==> src/rtl/icb_master_dma_if.sv <==
// ICB command/response bundle between the DMA initiator and the system bus.
interface icb_master_dma_if;
  logic        cmd_valid;
  logic        cmd_ready;
  logic        cmd_read;
  logic [31:0] cmd_addr;
  logic [31:0] cmd_wdata;
  logic [3:0]  cmd_wmask;
  logic        rsp_valid;
  logic        rsp_ready;
  logic [31:0] rsp_rdata;
  logic        rsp_err;

  modport master (
    output cmd_valid, cmd_read, cmd_addr, cmd_wdata, cmd_wmask, rsp_ready,
    input  cmd_ready, rsp_valid, rsp_rdata, rsp_err
  );

  modport slave (
    input  cmd_valid, cmd_read, cmd_addr, cmd_wdata, cmd_wmask, rsp_ready,
    output cmd_ready, rsp_valid, rsp_rdata, rsp_err
  );
endinterface

==> src/rtl/icb_master_dma.sv <==
// Single-outstanding ICB initiator moving word blocks between system memory
// and local SRAM. Load: ICB read -> SRAM write. Store: SRAM read -> ICB write.
module icb_master_dma (
  input  logic             clk,
  input  logic             rst_n,
  input  logic             start,
  input  logic             dir,
  input  logic [31:0]      ext_addr,
  input  logic [12:0]      loc_addr,
  input  logic [12:0]      len,
  output logic             busy,
  output logic             done,
  output logic             err,
  icb_master_dma_if.master icb,
  output logic [31:0]      sram_wr_data,
  output logic [12:0]      sram_wr_addr,
  output logic             sram_wr_en,
  input  logic [31:0]      sram_rd_data,
  output logic [12:0]      sram_rd_addr,
  output logic             sram_rd_en
);

  typedef enum logic [2:0] {IDLE, SRD, SCAP, CMD, RSP, DONE} state_t;

  state_t      state_reg, state_next;
  logic        dir_reg, dir_next;
  logic [31:0] ext_reg, ext_next;
  logic [12:0] loc_reg, loc_next;
  logic [12:0] len_reg, len_next;
  logic [12:0] idx_reg, idx_next;
  logic [31:0] wdata_reg, wdata_next;
  logic        err_reg, err_next;
  logic        wr_en_reg, wr_en_next;
  logic [12:0] wr_addr_reg, wr_addr_next;
  logic [31:0] wr_data_reg, wr_data_next;

  // Current SRAM word address; wraps naturally at 13 bits.
  logic [12:0] loc_idx;
  logic        last_word;
  assign loc_idx   = loc_reg + idx_reg;
  assign last_word = (idx_reg == len_reg - 13'd1);

  // State and datapath registers; async reset returns everything to zero/IDLE.
  always_ff @(posedge clk or negedge rst_n) begin
    if (!rst_n) begin
      state_reg   <= IDLE;
      dir_reg     <= 1'b0;
      ext_reg     <= 32'd0;
      loc_reg     <= 13'd0;
      len_reg     <= 13'd0;
      idx_reg     <= 13'd0;
      wdata_reg   <= 32'd0;
      err_reg     <= 1'b0;
      wr_en_reg   <= 1'b0;
      wr_addr_reg <= 13'd0;
      wr_data_reg <= 32'd0;
    end else begin
      state_reg   <= state_next;
      dir_reg     <= dir_next;
      ext_reg     <= ext_next;
      loc_reg     <= loc_next;
      len_reg     <= len_next;
      idx_reg     <= idx_next;
      wdata_reg   <= wdata_next;
      err_reg     <= err_next;
      wr_en_reg   <= wr_en_next;
      wr_addr_reg <= wr_addr_next;
      wr_data_reg <= wr_data_next;
    end
  end

  // Next-state and datapath update; SRAM write strobe defaults to a single pulse.
  always_comb begin
    state_next   = state_reg;
    dir_next     = dir_reg;
    ext_next     = ext_reg;
    loc_next     = loc_reg;
    len_next     = len_reg;
    idx_next     = idx_reg;
    wdata_next   = wdata_reg;
    err_next     = err_reg;
    wr_en_next   = 1'b0;
    wr_addr_next = wr_addr_reg;
    wr_data_next = wr_data_reg;
    case (state_reg)
      IDLE: begin
        if (start) begin
          dir_next = dir;
          ext_next = ext_addr & 32'hFFFF_FFFC;
          loc_next = loc_addr;
          len_next = len;
          idx_next = 13'd0;
          err_next = 1'b0;
          if (len == 13'd0)
            state_next = DONE;
          else if (dir)
            state_next = SRD;
          else
            state_next = CMD;
        end
      end
      SRD: state_next = SCAP;
      SCAP: begin
        wdata_next = sram_rd_data;
        state_next = CMD;
      end
      CMD: begin
        if (icb.cmd_ready)
          state_next = RSP;
      end
      RSP: begin
        if (icb.rsp_valid) begin
          if (icb.rsp_err) begin
            err_next   = 1'b1;
            state_next = DONE;
          end else begin
            if (!dir_reg) begin
              wr_en_next   = 1'b1;
              wr_addr_next = loc_idx;
              wr_data_next = icb.rsp_rdata;
            end
            if (last_word) begin
              state_next = DONE;
            end else begin
              idx_next   = idx_reg + 13'd1;
              state_next = dir_reg ? SRD : CMD;
            end
          end
        end
      end
      DONE: state_next = IDLE;
      default: state_next = IDLE;
    endcase
  end

  assign busy          = (state_reg != IDLE);
  assign done          = (state_reg == DONE);
  assign err           = err_reg;
  assign icb.cmd_valid = (state_reg == CMD);
  assign icb.cmd_read  = (state_reg == CMD) && !dir_reg;
  assign icb.cmd_addr  = ext_reg + {17'd0, idx_reg, 2'b00};
  assign icb.cmd_wdata = wdata_reg;
  assign icb.cmd_wmask = ((state_reg == CMD) && dir_reg) ? 4'hF : 4'h0;
  assign icb.rsp_ready = (state_reg == RSP);
  assign sram_rd_en    = (state_reg == SRD);
  assign sram_rd_addr  = loc_idx;
  assign sram_wr_en    = wr_en_reg;
  assign sram_wr_addr  = wr_addr_reg;
  assign sram_wr_data  = wr_data_reg;

endmodule

==> src/flat_wrapper.sv <==
// flat-port wrapper written by rule: the top's interface ports become plain ports
module icb_master_dma_flat 
  (clk, rst_n, start, dir, ext_addr, loc_addr, len, busy, done, err, sram_wr_data, sram_wr_addr, sram_wr_en, sram_rd_data, sram_rd_addr, sram_rd_en, icb_cmd_valid, icb_cmd_read, icb_cmd_addr, icb_cmd_wdata, icb_cmd_wmask, icb_rsp_ready, icb_cmd_ready, icb_rsp_valid, icb_rsp_rdata, icb_rsp_err);
  icb_master_dma_if icb_i ();
  input  logic clk;
  input  logic rst_n;
  input  logic start;
  input  logic dir;
  input  logic [31:0] ext_addr;
  input  logic [12:0] loc_addr;
  input  logic [12:0] len;
  output logic busy;
  output logic done;
  output logic err;
  output logic [31:0] sram_wr_data;
  output logic [12:0] sram_wr_addr;
  output logic sram_wr_en;
  input  logic [31:0] sram_rd_data;
  output logic [12:0] sram_rd_addr;
  output logic sram_rd_en;
  output wire logic [$bits(icb_i.cmd_valid)-1:0] icb_cmd_valid;
  output wire logic [$bits(icb_i.cmd_read)-1:0] icb_cmd_read;
  output wire logic [$bits(icb_i.cmd_addr)-1:0] icb_cmd_addr;
  output wire logic [$bits(icb_i.cmd_wdata)-1:0] icb_cmd_wdata;
  output wire logic [$bits(icb_i.cmd_wmask)-1:0] icb_cmd_wmask;
  output wire logic [$bits(icb_i.rsp_ready)-1:0] icb_rsp_ready;
  input wire logic [$bits(icb_i.cmd_ready)-1:0] icb_cmd_ready;
  input wire logic [$bits(icb_i.rsp_valid)-1:0] icb_rsp_valid;
  input wire logic [$bits(icb_i.rsp_rdata)-1:0] icb_rsp_rdata;
  input wire logic [$bits(icb_i.rsp_err)-1:0] icb_rsp_err;
  assign icb_cmd_valid = icb_i.cmd_valid;
  assign icb_cmd_read = icb_i.cmd_read;
  assign icb_cmd_addr = icb_i.cmd_addr;
  assign icb_cmd_wdata = icb_i.cmd_wdata;
  assign icb_cmd_wmask = icb_i.cmd_wmask;
  assign icb_rsp_ready = icb_i.rsp_ready;
  assign icb_i.cmd_ready = icb_cmd_ready;
  assign icb_i.rsp_valid = icb_rsp_valid;
  assign icb_i.rsp_rdata = icb_rsp_rdata;
  assign icb_i.rsp_err = icb_rsp_err;
  icb_master_dma u_core (.clk(clk), .rst_n(rst_n), .start(start), .dir(dir), .ext_addr(ext_addr), .loc_addr(loc_addr), .len(len), .busy(busy), .done(done), .err(err), .icb(icb_i), .sram_wr_data(sram_wr_data), .sram_wr_addr(sram_wr_addr), .sram_wr_en(sram_wr_en), .sram_rd_data(sram_rd_data), .sram_rd_addr(sram_rd_addr), .sram_rd_en(sram_rd_en));
endmodule
==> config.mk <==
export PLATFORM = sky130hd
export DESIGN_NAME = icb_master_dma_flat
export DESIGN_NICKNAME = d
export VERILOG_FILES = /design/src/rtl/icb_master_dma_if.sv /design/src/rtl/icb_master_dma.sv /design/src/flat_wrapper.sv
export SDC_FILE = /design/constraint.sdc
export NUM_CORES = 1
export LEC_CHECK = 0
export ABC_CLOCK_PERIOD_IN_PS = 3450
export CELL_PAD_IN_SITES_DETAIL_PLACEMENT = 0
export CELL_PAD_IN_SITES_GLOBAL_PLACEMENT = 1
export CORE_MARGIN = 4
export CORE_UTILIZATION = 35
export DETAILED_ROUTE_END_ITERATION = 6
export PLACE_DENSITY = 0.9
export SYNTH_ARGS = -nofsm -noshare
export SYNTH_HDL_FRONTEND = slang
export SYNTH_SLANG_ARGS = --single-unit
==> constraint.sdc <==
create_clock -name clk -period 3.45 [get_ports clk]
set_input_delay 0.345 -clock clk [delete_from_list [all_inputs] [get_ports clk]]
set_output_delay 0.345 -clock clk [all_outputs]
set_load 0.01 [all_outputs]
# == Word level (Yosys, flattened, before mapping) ==
# Cells that the tools add are included.
# classes
n_addsub,4
eq_ne,12
muxes,23
n_bitwise,2
reduce_logical,12
# ops
cell,count
2-to-1 mux 13 bit,4
adder 32 x 15 -> 32 bit,1
one-hot mux 13 bit (2 select lines),1
2-to-1 mux 3 bit,6
one-hot mux 3 bit (5 select lines),1
"adder 13 x 1 -> 13 bit, second input constant",1
adder 13 bit,1
== test 13 bit,1
logical NOT 13 bit,1
"subtractor 13 x 1 -> 13 bit, second input constant",1
AND reduction 4 bit,2
2-to-1 mux 1 bit,7
"== test 3 x 2 -> 1 bit, second input constant",2
"== test 3 bit, second input constant",2
"inequality test 2 x 1 -> 1 bit, second input constant",3
"inequality test 2 bit, second input constant",3
AND reduction 5 bit,1
2-to-1 mux 2 bit,2
2-to-1 mux 4 bit,1
"== test 3 x 1 -> 1 bit, second input constant",1
logical NOT 3 bit,1
AND reduction 3 bit,1
nonzero test 3 bit,1
logical AND 1 bit,2
5 further kinds,6
# word_totals
register_bits,152
input_bits,129
output_inout_bits,134
word_cells,64

# == Longest topological paths before layout ==
# Gate-level depths: netlist of the first run.
# depth
word_depth,6
depth_mapped,10
mapped_depth_nobuf,10

# == Worst setup path after synthesis of the first run ==
# OpenSTA, ideal clock, no wires.
# synth_path
kind,register to output
start,reg u_core.idx_reg[0]
end,out icb_cmd_addr[26]
arrival_ns,2.338
required_ns,3.105
slack_ns,0.767
path_stages_with_launch,11
n_path_buf,0
path_cell_list,dfrtp_1 > ha_1 > inv_1 > fa_1 > nor2b_1 > o21ai_1 > a21o_1 > nand3_1 > a311oi_1 > nor4_1 > xnor2_1
# synth_between
elab_chain_len,1
# synth_lines
element,line,source
"start, declared",icb_master_dma.sv:30,"logic [12:0] idx_reg, idx_next;"
"start signal, assigned",icb_master_dma.sv:63,idx_reg <= idx_next;
adder 32 x 15 -> 32 bit,icb_master_dma.sv:141,"assign icb.cmd_addr = ext_reg + {17'd0, idx_reg, 2'b00};"
"end, declared",flat_wrapper.sv:23,output wire logic [$bits(icb_i.cmd_addr)-1:0] icb_cmd_addr;
# No other way between the ends.

# == Worst setup path in the final report of the first run ==
# layout_path
start,reg u_core.idx_reg[1]
end,out icb_cmd_addr[31]
# Same word-level chain as after synthesis.

==> flow_metrics.py, run 1 <==
metrics = {
    "place": {
        "place.gp.congestion": 0.8287,
        "io_buffers": 258,
        "dp_hpwl_um": 17070,
        "place_inst": 1340,
        "dpl_cell_area_sq_mm": 0.01109,
    },
    "worst_setup_path": {
        "worstPathRequired_ns": 3.11,
        "path_cells": "buf_4 -> ha_1 -> a21o_1 -> a21oi_4 -> o21ai_2 -> nand3_1 -> a311oi_2 -> buf_4 -> o211ai_1 -> xnor2_1 -> clkdlybuf4s50_1",
        "worst_path_most_repeated_cell": "buf_4",
        "critical_path.endpoint_type": "output port",
        "cp_slowest_cell": "clkdlybuf4s50_1",
        "slowest_delay_ns": 0.56,
        "critPathMaxFanout": 7,
        "criticalPathCategory": "register to output port",
        "cp-start-kind": "register",
        "cp_data_arrival_time_ns": 3.18,
    },
    "logic_synthesis": {
        "ys_types": 63,
        "yosys.area.top_type": "dfrtp_1",
        "synth.avg_cell_area_sq_um": 9.990,
        "netlist_area_sq_mm": 0.008102,
        "synth.top_cell.area_share_pct": 46.95,
        "yosysWarnings": 0,
        "synth_flop_cell": "dfrtp_1",
        "synthTopCellsByArea": "dfrtp_1 47%, nand2_1 8.4%, mux2_1 6.1%",
        "synthCells": 811,
        "ys_seq_area_share_pct": 46.95,
        "ys_ff_latch": 152,
        "synth_edf_count": 0,
        "async_reset_ff_share_pct": 100.0,
    },
    "route": {
        "drtPass1Iterations": 5,
        "wl_met2_um": 11240,
        "drc_errors": 0,
        "wire_per_inst_um": 16.57,
        "top_layer_used": "met4",
        "m1WireLength_um": 9491,
        "wl_met3_um": 1714,
        "ant_nets": 0,
        "viasPerCell": 5.009,
        "drtIter0Drc": 292,
        "num_vias": 6888,
        "wl_um": 22780,
    },
    "grt": {
        "overflow": 0,
        "grt_pass1_wl_um": 37250,
        "antenna_found_initial": 0,
        "grtUsageTotal_pct": 17.80,
        "grt_max_degree": 91,
        "grt_pass1_vias": 7281,
    },
    "finish": {
        "final_cells": 1375,
        "utilization_pct": 51.98,
        "antenna_cells": 0,
        "nNetsFinal": 1235,
        "drive_above_1_share_pct": 11.28,
        "syn_to_final_growth_pct": 45.71,
        "fin_area_sq_mm": 0.01181,
    },
    "pwr": {
        "p_leak_nw": 5.400,
        "power-per-cell-area_mw_per_mm2": 767.6,
        "peakVddDrop_v": 0.0004375,
    },
    "sta": {
        "timing.final.crit_share_pct": 102.1,
        "finalSetupViolations": 1,
        "max_freq_mhz": 283.9,
        "holdWs_ns": 0.006890,
        "skew_ns": 0.01607,
        "slew_viol_final": 0,
        "worst_pin_slew_ns": 0.8379,
        "rsz0062_at_grt": "yes",
        "max_slew_margin_pct": 44.14,
        "layout_setup_ws_ns": -0.07218,
        "finalCriticalPeriod_ns": 3.522,
        "hold_violations": 0,
        "setup_tns_ns": -0.07218,
    },
    "hold_path": {
        "hp-class": "input port to asynchronous set/reset pin",
    },
    "die": {
        "pin_count": 263,
        "fp.coreArea_sq_mm": 0.02271,
        "die_y_um": 160.1,
        "initial_core_util_pct": 35.67,
        "rows": 55,
        "dieWidth_um": 160.1,
        "fp.dieArea_sq_mm": 0.02564,
    },
    "clock_network": {
        "clk_pin_slew_worst_paths_ns": 0.07,
        "cts.htree.levels": 4,
        "cts_tree": "done",
        "clockBufferDepth": 2,
        "cts.root.buffer_cell": "clkbuf_16",
        "numCtsBuffers": 17,
        "clock_sinks": 152,
        "clk_latency_ns": 0.43,
    },
    "status": {
        "status": "finished with violations",
        "violations": "setup timing",
    },
    "flow_run": {
        "maxCapViolCount": 0,
    },
}
[logic make-up after synthesis]
| group | after synthesis | share of synthesized area [%] |
|---|---|---|
| DFF | 152 | 46.95 |
| AOI/OAI and AO/OA | 106 | 8.726 |
| and+or+nand+nor | 319 | 18.78 |
| adders and majority gates | 29 | 4.664 |
| other | 1 | 0.04629 |
| muxes | 82 | 11.29 |
| xor gates and xnor gates | 56 | 6.054 |
| buffers and inverters | 66 | 3.490 |
[worst max-delay path: cells and delay by family, from the launching register on]
family / cells / cell delay [ns]
xor+xnor: 1 / 0.18
flops: 1 / 0.38
buf+inv: 3 / 0.94
compound gates: 5 / 0.80
simple gates: 1 / 0.17
fa+ha+maj: 1 / 0.28
[final timing paths]
check	cells past startpoint	start	slack (ns)	endpoint
min in group clk	3	loc_addr[4]	0.44	u_core.loc_reg[4]
hold / removal	1	rst_n	0.007	u_core.sram_wr_data[24]
setup reg to reg	10	u_core.len_reg[0]	0.50	u_core.idx_reg[5]
hold reg to reg	2	u_core.sram_wr_addr[1]	0.48	u_core.sram_wr_addr[1]
max in group asynchronous	2	rst_n	2.60	u_core.ext_reg[6]
setup / recovery	11	u_core.idx_reg[1]	-0.07	icb_cmd_addr[31]
[metal layers]
| layer | up-vias | track usage [%] |
|---|---|---|
| li1 | 3330 | - |
| met1 | 3320 | 21.30 |
| met2 | 216 | 30.77 |
| met3 | 22 | 5.832 |
| met4 | 0 | 4.889 |
| met5 | - | 0 |
[area by class of cell]
class,count,area (sq um)
multi-input cells,594,4118
clock buffers,17,425.4
fillers,2071,10900
repair buffers,284,2825
well taps,285,356.6
clock inverters,15,171.4
inverters,28,105.1
flip-flops and latches,152,3804
[placed cells by master (no fill, tap or decap), types with 5 or more instances in the layout]
master,instances
o31ai_1,10
nor2_1,17
and3_1,10
dlygate4sd2_1,12
nor3_1,16
a21oi_1,24
dfrtp_1,152
xor2_1,15
or4_1,5
nor3_2,6
inv_1,27
buf_4,21
nand4_1,5
o211ai_1,10
nand2b_1,16
a21o_1,5
ha_1,27
nand2_1,181
clkbuf_16,17
xnor2_1,41
nor4_1,7
nor2b_1,9
o21ai_0,15
mux2_2,31
mux2i_1,7
nand3_1,17
clkdlybuf4s50_1,236
dlymetal6s2s_1,7
o21ai_1,6
mux2_1,44
or3_1,6
[report_power, final]
group	internal (mW)	switching, mW
logic	2.22	1.93
registers	2.51	0.549
clock network	0.977	0.877
total	5.71	3.35
[metrics by stage]
stage | setup WS, ns | total power [mW]
finish | -0.07218 | 9.062
global placement | -0.01278 | 7.217
detailed placement | -0.07997 | 7.329
global route | -0.2276 | 9.708
floorplan | 0.7673 | 5.190
CTS | -0.03322 | 9.177
[timing repair]
action / in CTS / in global routing
resized for setup: 20 / 21
hold buffers: 0 / 0
setup endpoints to repair: 21 / 12
cloned: 0 / 1
pin swaps: 2 / 2
setup buffers: 1 / 1
[Yosys cell counts, types with 7 or more instances]
library cell  instances
o31ai_1              10
nand2_1             182
nand2b_1             17
nor2_1               17
xor2_1               15
dfrtp_1             152
inv_1                27
nand3_1              17
o21ai_1               8
ha_1                 27
mux2_1               44
and3_1               10
xnor2_1              41
mux2i_1               7
o21ai_0              15
nor3_1               19
o211ai_1             10
nor2b_1               9
clkbuf_1             24
mux2_2               31
a21oi_1              25
nor4_1                8
Note: power is estimated with default switching activity, not from simulation.
==> run 2, diff against run 1 <==
--- a/config.mk
+++ b/config.mk
@@ -6,12 +6,14 @@
 export NUM_CORES = 1
 export LEC_CHECK = 0
 export ABC_CLOCK_PERIOD_IN_PS = 3450
-export CELL_PAD_IN_SITES_DETAIL_PLACEMENT = 0
+export CELL_PAD_IN_SITES_DETAIL_PLACEMENT = 1
 export CELL_PAD_IN_SITES_GLOBAL_PLACEMENT = 1
 export CORE_MARGIN = 4
 export CORE_UTILIZATION = 35
+export CTS_CLUSTER_DIAMETER = 60
 export DETAILED_ROUTE_END_ITERATION = 6
 export PLACE_DENSITY = 0.9
+export SLEW_MARGIN = 20
 export SYNTH_ARGS = -nofsm -noshare
 export SYNTH_HDL_FRONTEND = slang
 export SYNTH_SLANG_ARGS = --single-unit
==> run 2 against run 1 <==
  * The flow finishes with violations (hold timing)
  * Global-route usage up 3.4 points
  * Clock skew is 0.0053 ns lower
  * Maximum frequency grew 5.8%
  * Critical path type unchanged
  * Largest cell class unchanged
  * Highest routed layer unchanged
==> flow_metrics.py, run 2 (same netlist as run 1, synthesis figures left out) <==
metrics = {
    "status": {
        "status": "finished with violations",
        "violations": "hold timing",
    },
    "sta": {
        "holdWs_ns": -0.02463,
        "worst_pin_slew_ns": 0.8996,
        "layout_setup_ws_ns": 0.1201,
        "slew_viol_final": 0,
        "finalCriticalPeriod_ns": 3.330,
        "max_slew_margin_pct": 40.02,
        "hold_violations": 10,
        "max_freq_mhz": 300.3,
        "timing.final.crit_share_pct": 96.52,
        "rsz0062_at_grt": "no",
        "skew_ns": 0.01075,
        "finalSetupViolations": 0,
    },
    "grt": {
        "grt_max_degree": 91,
        "grtUsageTotal_pct": 21.22,
        "antenna_found_initial": 0,
        "overflow": 0,
        "grt_pass1_vias": 8244,
        "grt_pass1_wl_um": 43990,
    },
    "place": {
        "dpl_cell_area_sq_mm": 0.01109,
        "place.gp.congestion": 0.8287,
        "pre_cts_slack_ns": -0.1836,
        "dp_hpwl_um": 20120,
        "io_buffers": 258,
    },
    "clock_network": {
        "clock_sinks": 152,
        "cts.htree.levels": 4,
        "clk_latency_ns": 0.43,
        "numCtsBuffers": 17,
        "ctsHoldBuffers": 0,
        "cts.root.buffer_cell": "clkbuf_16",
        "clockBufferDepth": 2,
        "cts_tree": "done",
        "clk_pin_slew_worst_paths_ns": 0.07,
    },
    "finish": {
        "fin_area_sq_mm": 0.01180,
        "layout_common_cells": "235 x clkdlybuf4s50_1, 181 x nand2_1, 152 x dfrtp_1, 44 x mux2_1, 41 x xnor2_1",
        "nNetsFinal": 1236,
        "final_common_cell": "clkdlybuf4s50_1",
        "syn_to_final_growth_pct": 45.65,
        "antenna_cells": 0,
        "drive_above_1_share_pct": 12.01,
    },
    "worst_setup_path": {
        "criticalPathCategory": "register to output port",
        "cp_data_arrival_time_ns": 2.98,
        "worstPathRequired_ns": 3.11,
        "cp_slowest_cell": "clkdlybuf4s50_1",
        "reg2reg_setup_slack_ns": 0.38,
        "critPathMaxFanout": 7,
        "cp-start-kind": "register",
        "path_cells": "buf_4 -> ha_1 -> a21o_1 -> a21oi_1 -> nand2b_4 -> a211oi_1 -> nor3_1 -> xnor2_1 -> clkdlybuf4s50_1",
        "critical_path.endpoint_type": "output port",
        "slowest_delay_ns": 0.58,
    },
    "route": {
        "viasPerCell": 5.225,
        "ant_nets": 0,
        "m1WireLength_um": 10380,
        "top_layer_used": "met4",
        "drtIter0Drc": 325,
        "drc_errors": 0,
        "wl_um": 27060,
        "wire_per_inst_um": 19.67,
        "wl_met3_um": 1767,
        "wl_met2_um": 14390,
        "num_vias": 7189,
        "drtPass1Iterations": 6,
    },
    "die": {
        "fp.dieArea_sq_mm": 0.02564,
        "dieWidth_um": 160.1,
        "initial_core_util_pct": 35.67,
        "die_y_um": 160.1,
        "rows": 55,
        "pin_count": 263,
        "fp.coreArea_sq_mm": 0.02271,
    },
    "pwr": {
        "switching_share_pct": 38.07,
        "net-switching-power_mw": 3.547,
        "clkPwrFrac_pct": 20.7,
        "seq_power_share_pct": 33.4,
        "p_int_mw": 5.771,
        "p_leak_nw": 5.354,
        "peakVddDrop_v": 0.0003805,
        "power-per-cell-area_mw_per_mm2": 789.6,
        "p_comb_share_pct": 45.9,
    },
    "flow_run": {
        "maxCapViolCount": 0,
    },
    "hold_path": {
        "hp-class": "input port to asynchronous set/reset pin",
    },
}
run 2: path summary, 6_finish.rpt:
path,to,depth (start not counted),start
setup / recovery,sram_rd_addr[9],9,u_core.idx_reg[1]
hold / removal,u_core.sram_wr_data[24],1,rst_n
setup reg to reg,u_core.idx_reg[5],10,u_core.len_reg[0]
hold reg to reg,u_core.sram_wr_addr[1],2,u_core.sram_wr_addr[1]
max in group asynchronous,u_core.ext_reg[24],2,rst_n
min in group clk,u_core.loc_reg[4],3,loc_addr[4]
run 2: power groups by stage:
stage                     registers, mW  logic (mW)  clock network (mW)
after floorplan                    3.13        2.06                   0
after global placement             3.05        4.16                   0
after detailed placement           3.13        4.35                   0
after CTS                          3.11        4.35                1.97
after global routing               3.22        4.66                2.07
final                              3.11        4.28                1.93
run 2: per-stage QoR:
stage	cells	setup TNS [ns]	hold WS (ns)	power, mW	utilization [%]
after floorplan	812	0	0.04941	5.190	-
after global placement	1340	-0.01278	0.4610	7.217	48.82
after detailed placement	1340	-1.268	0.4721	7.486	48.82
after CTS	1375	0	0.04323	9.434	51.78
after global routing	1376	0	0.04509	9.956	51.96
final	1376	0	-0.02463	9.318	51.96
run 2: layout make-up:
| type | instances | area [sq um] |
|---|---|---|
| multi-input combinational | 594 | 4134 |
| sequential | 152 | 3804 |
| inverter | 28 | 105.1 |
| fill | 2511 | 10910 |
| tap | 285 | 356.6 |
| timing repair buffer | 285 | 2799 |
| clock inverter | 15 | 176.4 |
| clock buffer | 17 | 425.4 |
run 2: routing by layer:
| metal | global-route usage (%) | vias to the layer above |
|---|---|---|
| met3 | 6.297 | 53 |
| met2 | 39.33 | 226 |
| met1 | 23.55 | 3591 |
| met5 | 0 | - |
| met4 | 5.866 | 0 |
| li1 | - | 3319 |
run 2: repair_timing:
item                                    4_1_cts  5_1_grt
pin swaps                                     5        3
buffers inserted                              2        1
resized for setup                            36       18
endpoints found under the hold margin         0        0
gates cloned                                  1        0
endpoints found under the setup margin       21       14
run 2: worst max-delay path: cells and delay by family, from the launching register on:
family	cells	cell delay [ns]
AOI/OAI and AO/OA	3	0.50
xor gates and xnor gates	1	0.19
adders and majority gates	1	0.29
buffers and inverters	2	0.75
DFF	1	0.38
and+or+nand+nor	2	0.44
==> run 3, diff against run 2 <==
--- a/config.mk
+++ b/config.mk
@@ -5,14 +5,14 @@
 export SDC_FILE = /design/constraint.sdc
 export NUM_CORES = 1
 export LEC_CHECK = 0
-export ABC_CLOCK_PERIOD_IN_PS = 3450
+export ABC_CLOCK_PERIOD_IN_PS = 3050
 export CELL_PAD_IN_SITES_DETAIL_PLACEMENT = 1
 export CELL_PAD_IN_SITES_GLOBAL_PLACEMENT = 1
 export CORE_MARGIN = 4
-export CORE_UTILIZATION = 35
+export CORE_UTILIZATION = 32
 export CTS_CLUSTER_DIAMETER = 60
 export DETAILED_ROUTE_END_ITERATION = 6
-export PLACE_DENSITY = 0.9
+export PLACE_DENSITY = 0.87
 export SLEW_MARGIN = 20
 export SYNTH_ARGS = -nofsm -noshare
 export SYNTH_HDL_FRONTEND = slang
==> constraint.sdc (replaced) <==
create_clock -name clk -period 3.05 [get_ports clk]
set_input_delay 0.305 -clock clk [delete_from_list [all_inputs] [get_ports clk]]
set_output_delay 0.305 -clock clk [all_outputs]
set_load 0.01 [all_outputs]
==> run 3 against run 2 <==
  * Critical endpoint is now icb_cmd_addr[23]
  * Clock power up 13%
  * The run ends with setup timing left
  * Power grew 15%
  * Wire length is 1.6% higher
  * Core utilization shrank 1.7 points
  * Die area grew 8.9%
  * Final area rose by 4.7%
  * Critical path type unchanged
  * Register-to-register slack got worse by 0.17 ns
  * Combinational power up 17%
  * Worst hold slack better by 0.42 ns
  * Global-route usage decreased by 1.9 points
  * Clock skew is 0.0025 ns lower
==> flow_metrics.py, run 3 (same netlist as run 1, synthesis figures left out) <==
metrics = {
    "status": {
        "status": "finished with violations",
        "violations": "setup timing",
    },
    "sta": {
        "slew_viol_final": 0,
        "finalSetupViolations": 15,
        "hold_violations": 0,
        "worst_pin_slew_ns": 0.7258,
        "max_slew_margin_pct": 51.62,
        "rsz0062_at_grt": "yes",
        "timing.final.crit_share_pct": 104.4,
        "skew_ns": 0.008270,
        "layout_setup_ws_ns": -0.1344,
        "max_freq_mhz": 314.0,
        "holdWs_ns": 0.3989,
        "finalCriticalPeriod_ns": 3.184,
        "setup_tns_ns": -1.088,
    },
    "pwr": {
        "peakVddDrop_v": 0.0003165,
        "power-per-cell-area_mw_per_mm2": 864.2,
        "p_leak_nw": 5.700,
    },
    "finish": {
        "syn_to_final_growth_pct": 52.57,
        "drive_above_1_share_pct": 20.18,
        "final-seq-area_sq_mm": 0.003804,
        "multi_input_area_sq_mm": 0.004360,
        "antenna_cells": 0,
        "final_common_cell": "clkdlybuf4s50_1",
        "nNetsFinal": 1280,
        "fillCellCount": 2707,
        "layout_common_cells": "224 x clkdlybuf4s50_1, 181 x nand2_1, 152 x dfrtp_1, 55 x buf_4, 44 x mux2_1",
    },
    "worst_setup_path": {
        "slowest_delay_ns": 0.40,
        "cp_top_family": "compound AO/OA/AOI/OAI gates",
        "cp_slowest_cell": "dfrtp_1",
        "worst_path_most_repeated_cell": "buf_6",
        "critPathBufInv": 4,
        "critPathMaxFanout": 3,
        "reg2reg_to": "u_core.idx_reg[10]",
        "path_cells": "buf_6 -> ha_4 -> a21o_1 -> a21oi_2 -> o21ai_2 -> nand3_2 -> a311oi_2 -> buf_4 -> buf_6 -> o2111ai_4 -> xnor2_2 -> buf_2",
        "criticalPathCategory": "register to output port",
        "crit_end": "icb_cmd_addr[23]",
        "cp-start-kind": "register",
        "rr_worst_depth": 8,
        "critical_path.endpoint_type": "output port",
        "startpoint": "u_core.ext_reg[3]",
        "path_depth": 12,
        "r2r_start": "u_core.len_reg[0]",
        "cp_data_arrival_time_ns": 2.88,
        "reg2reg_setup_slack_ns": 0.21,
        "worstPathRequired_ns": 2.74,
    },
    "die": {
        "fp.dieArea_sq_mm": 0.02793,
        "die_y_um": 167.1,
        "dieWidth_um": 167.1,
        "fp.coreArea_sq_mm": 0.02460,
        "initial_core_util_pct": 32.93,
        "pin_count": 263,
        "rows": 57,
    },
    "clock_network": {
        "numCtsBuffers": 17,
        "clock_sinks": 152,
        "cts.htree.levels": 4,
        "clk_pin_slew_worst_paths_ns": 0.07,
        "cts.root.buffer_cell": "clkbuf_16",
        "clk_latency_ns": 0.44,
        "cts_tree": "done",
        "clockBufferDepth": 2,
    },
    "place": {
        "pre_cts_slack_ns": -0.2185,
        "dp_hpwl_um": 19910,
        "io_buffers": 258,
        "place.gp.congestion": 0.8562,
    },
    "route": {
        "viasPerCell": 4.969,
        "wire_per_inst_um": 18.85,
        "drc_errors": 0,
        "ant_nets": 0,
        "num_vias": 7250,
        "wl_um": 27510,
        "drtIter0Drc": 422,
        "drtPass1Iterations": 4,
    },
    "grt": {
        "grt_max_degree": 77,
        "antenna_found_initial": 0,
        "overflow": 0,
        "grtUsageTotal_pct": 19.36,
        "grt_pass1_vias": 8017,
        "grt_pass1_wl_um": 43860,
    },
    "flow_run": {
        "maxCapViolCount": 0,
    },
    "hold_path": {
        "hp-class": "input port to register",
    },
}
[run 3: cell types whose count changed in the layout (fill, tap and decap cells not counted), sizes merged]
cell           before  now
buf                28   92
clkdlybuf4s50     235  224
dlymetal6s2s        2    3
clkdlybuf4s15       2    1
dlygate4sd2        15    3
clkbuf             20   22
dlygate4sd3         0    1
[run 3: cell type report]
cell class	instances	share of cell area, %
Clock buffer	17	3.442
Clock inverter	15	1.427
Tap cell	324	3.280
Inverter	28	0.8503
Timing Repair Buffer	329	24.95
Sequential cell	152	30.77
Multi-Input combinational cell	594	35.28
[run 3: where the power goes]
part / switching (mW) / internal [mW]
clock: 1.00 / 1.18
combinational: 2.42 / 2.59
sequential: 0.647 / 2.84
[run 3: how the worst min path moves through the flow]
stage / from / endpoint / cells after the start
CTS: ext_addr[15] / u_core.ext_reg[15] / 3
detailed placement: rst_n / u_core.icb.cmd_wdata[12] / 1
floorplan: rst_n / u_core.dir_reg / 0
finish: ext_addr[17] / u_core.ext_reg[17] / 3
global placement: rst_n / u_core.icb.cmd_wdata[31] / 1
global route: ext_addr[15] / u_core.ext_reg[15] / 3
[run 3: through the flow]
stage	power, mW	std cells	instance area (sq um)	utilization (%)
after floorplan	5.871	812	8105	-
after global placement	8.308	1402	11320	46.01
after detailed placement	8.543	1402	11320	46.01
after CTS	10.71	1453	12200	49.59
after global routing	11.40	1459	12360	50.24
final	10.68	1459	12360	50.24
[run 3: metal layers]
metal	routed length, um	up-vias	GRT usage [%]
met5	0	-	0
met4	709	0	6.475
met3	1534	49	5.068
met1	11550	3575	23.61
met2	13720	211	33.39
li1	-	3415	-
[run 3: timing repair]
item / in CTS / in global routing
pin swaps: 34 / 36
setup endpoints to repair: 32 / 31
gates cloned: 1 / 0
hold buffers: 1 / 0
resized for setup: 147 / 41
setup buffers: 17 / 8
hold endpoints to repair: 74 / 0
[run 3: worst reg2reg max path, delay by kind of cell, from the launching register on]
family	cells	cell delay (ns)
compound gates	4	1.07
buf+inv	1	0.16
flops	1	0.38
mux	1	0.16
simple gates	2	0.95
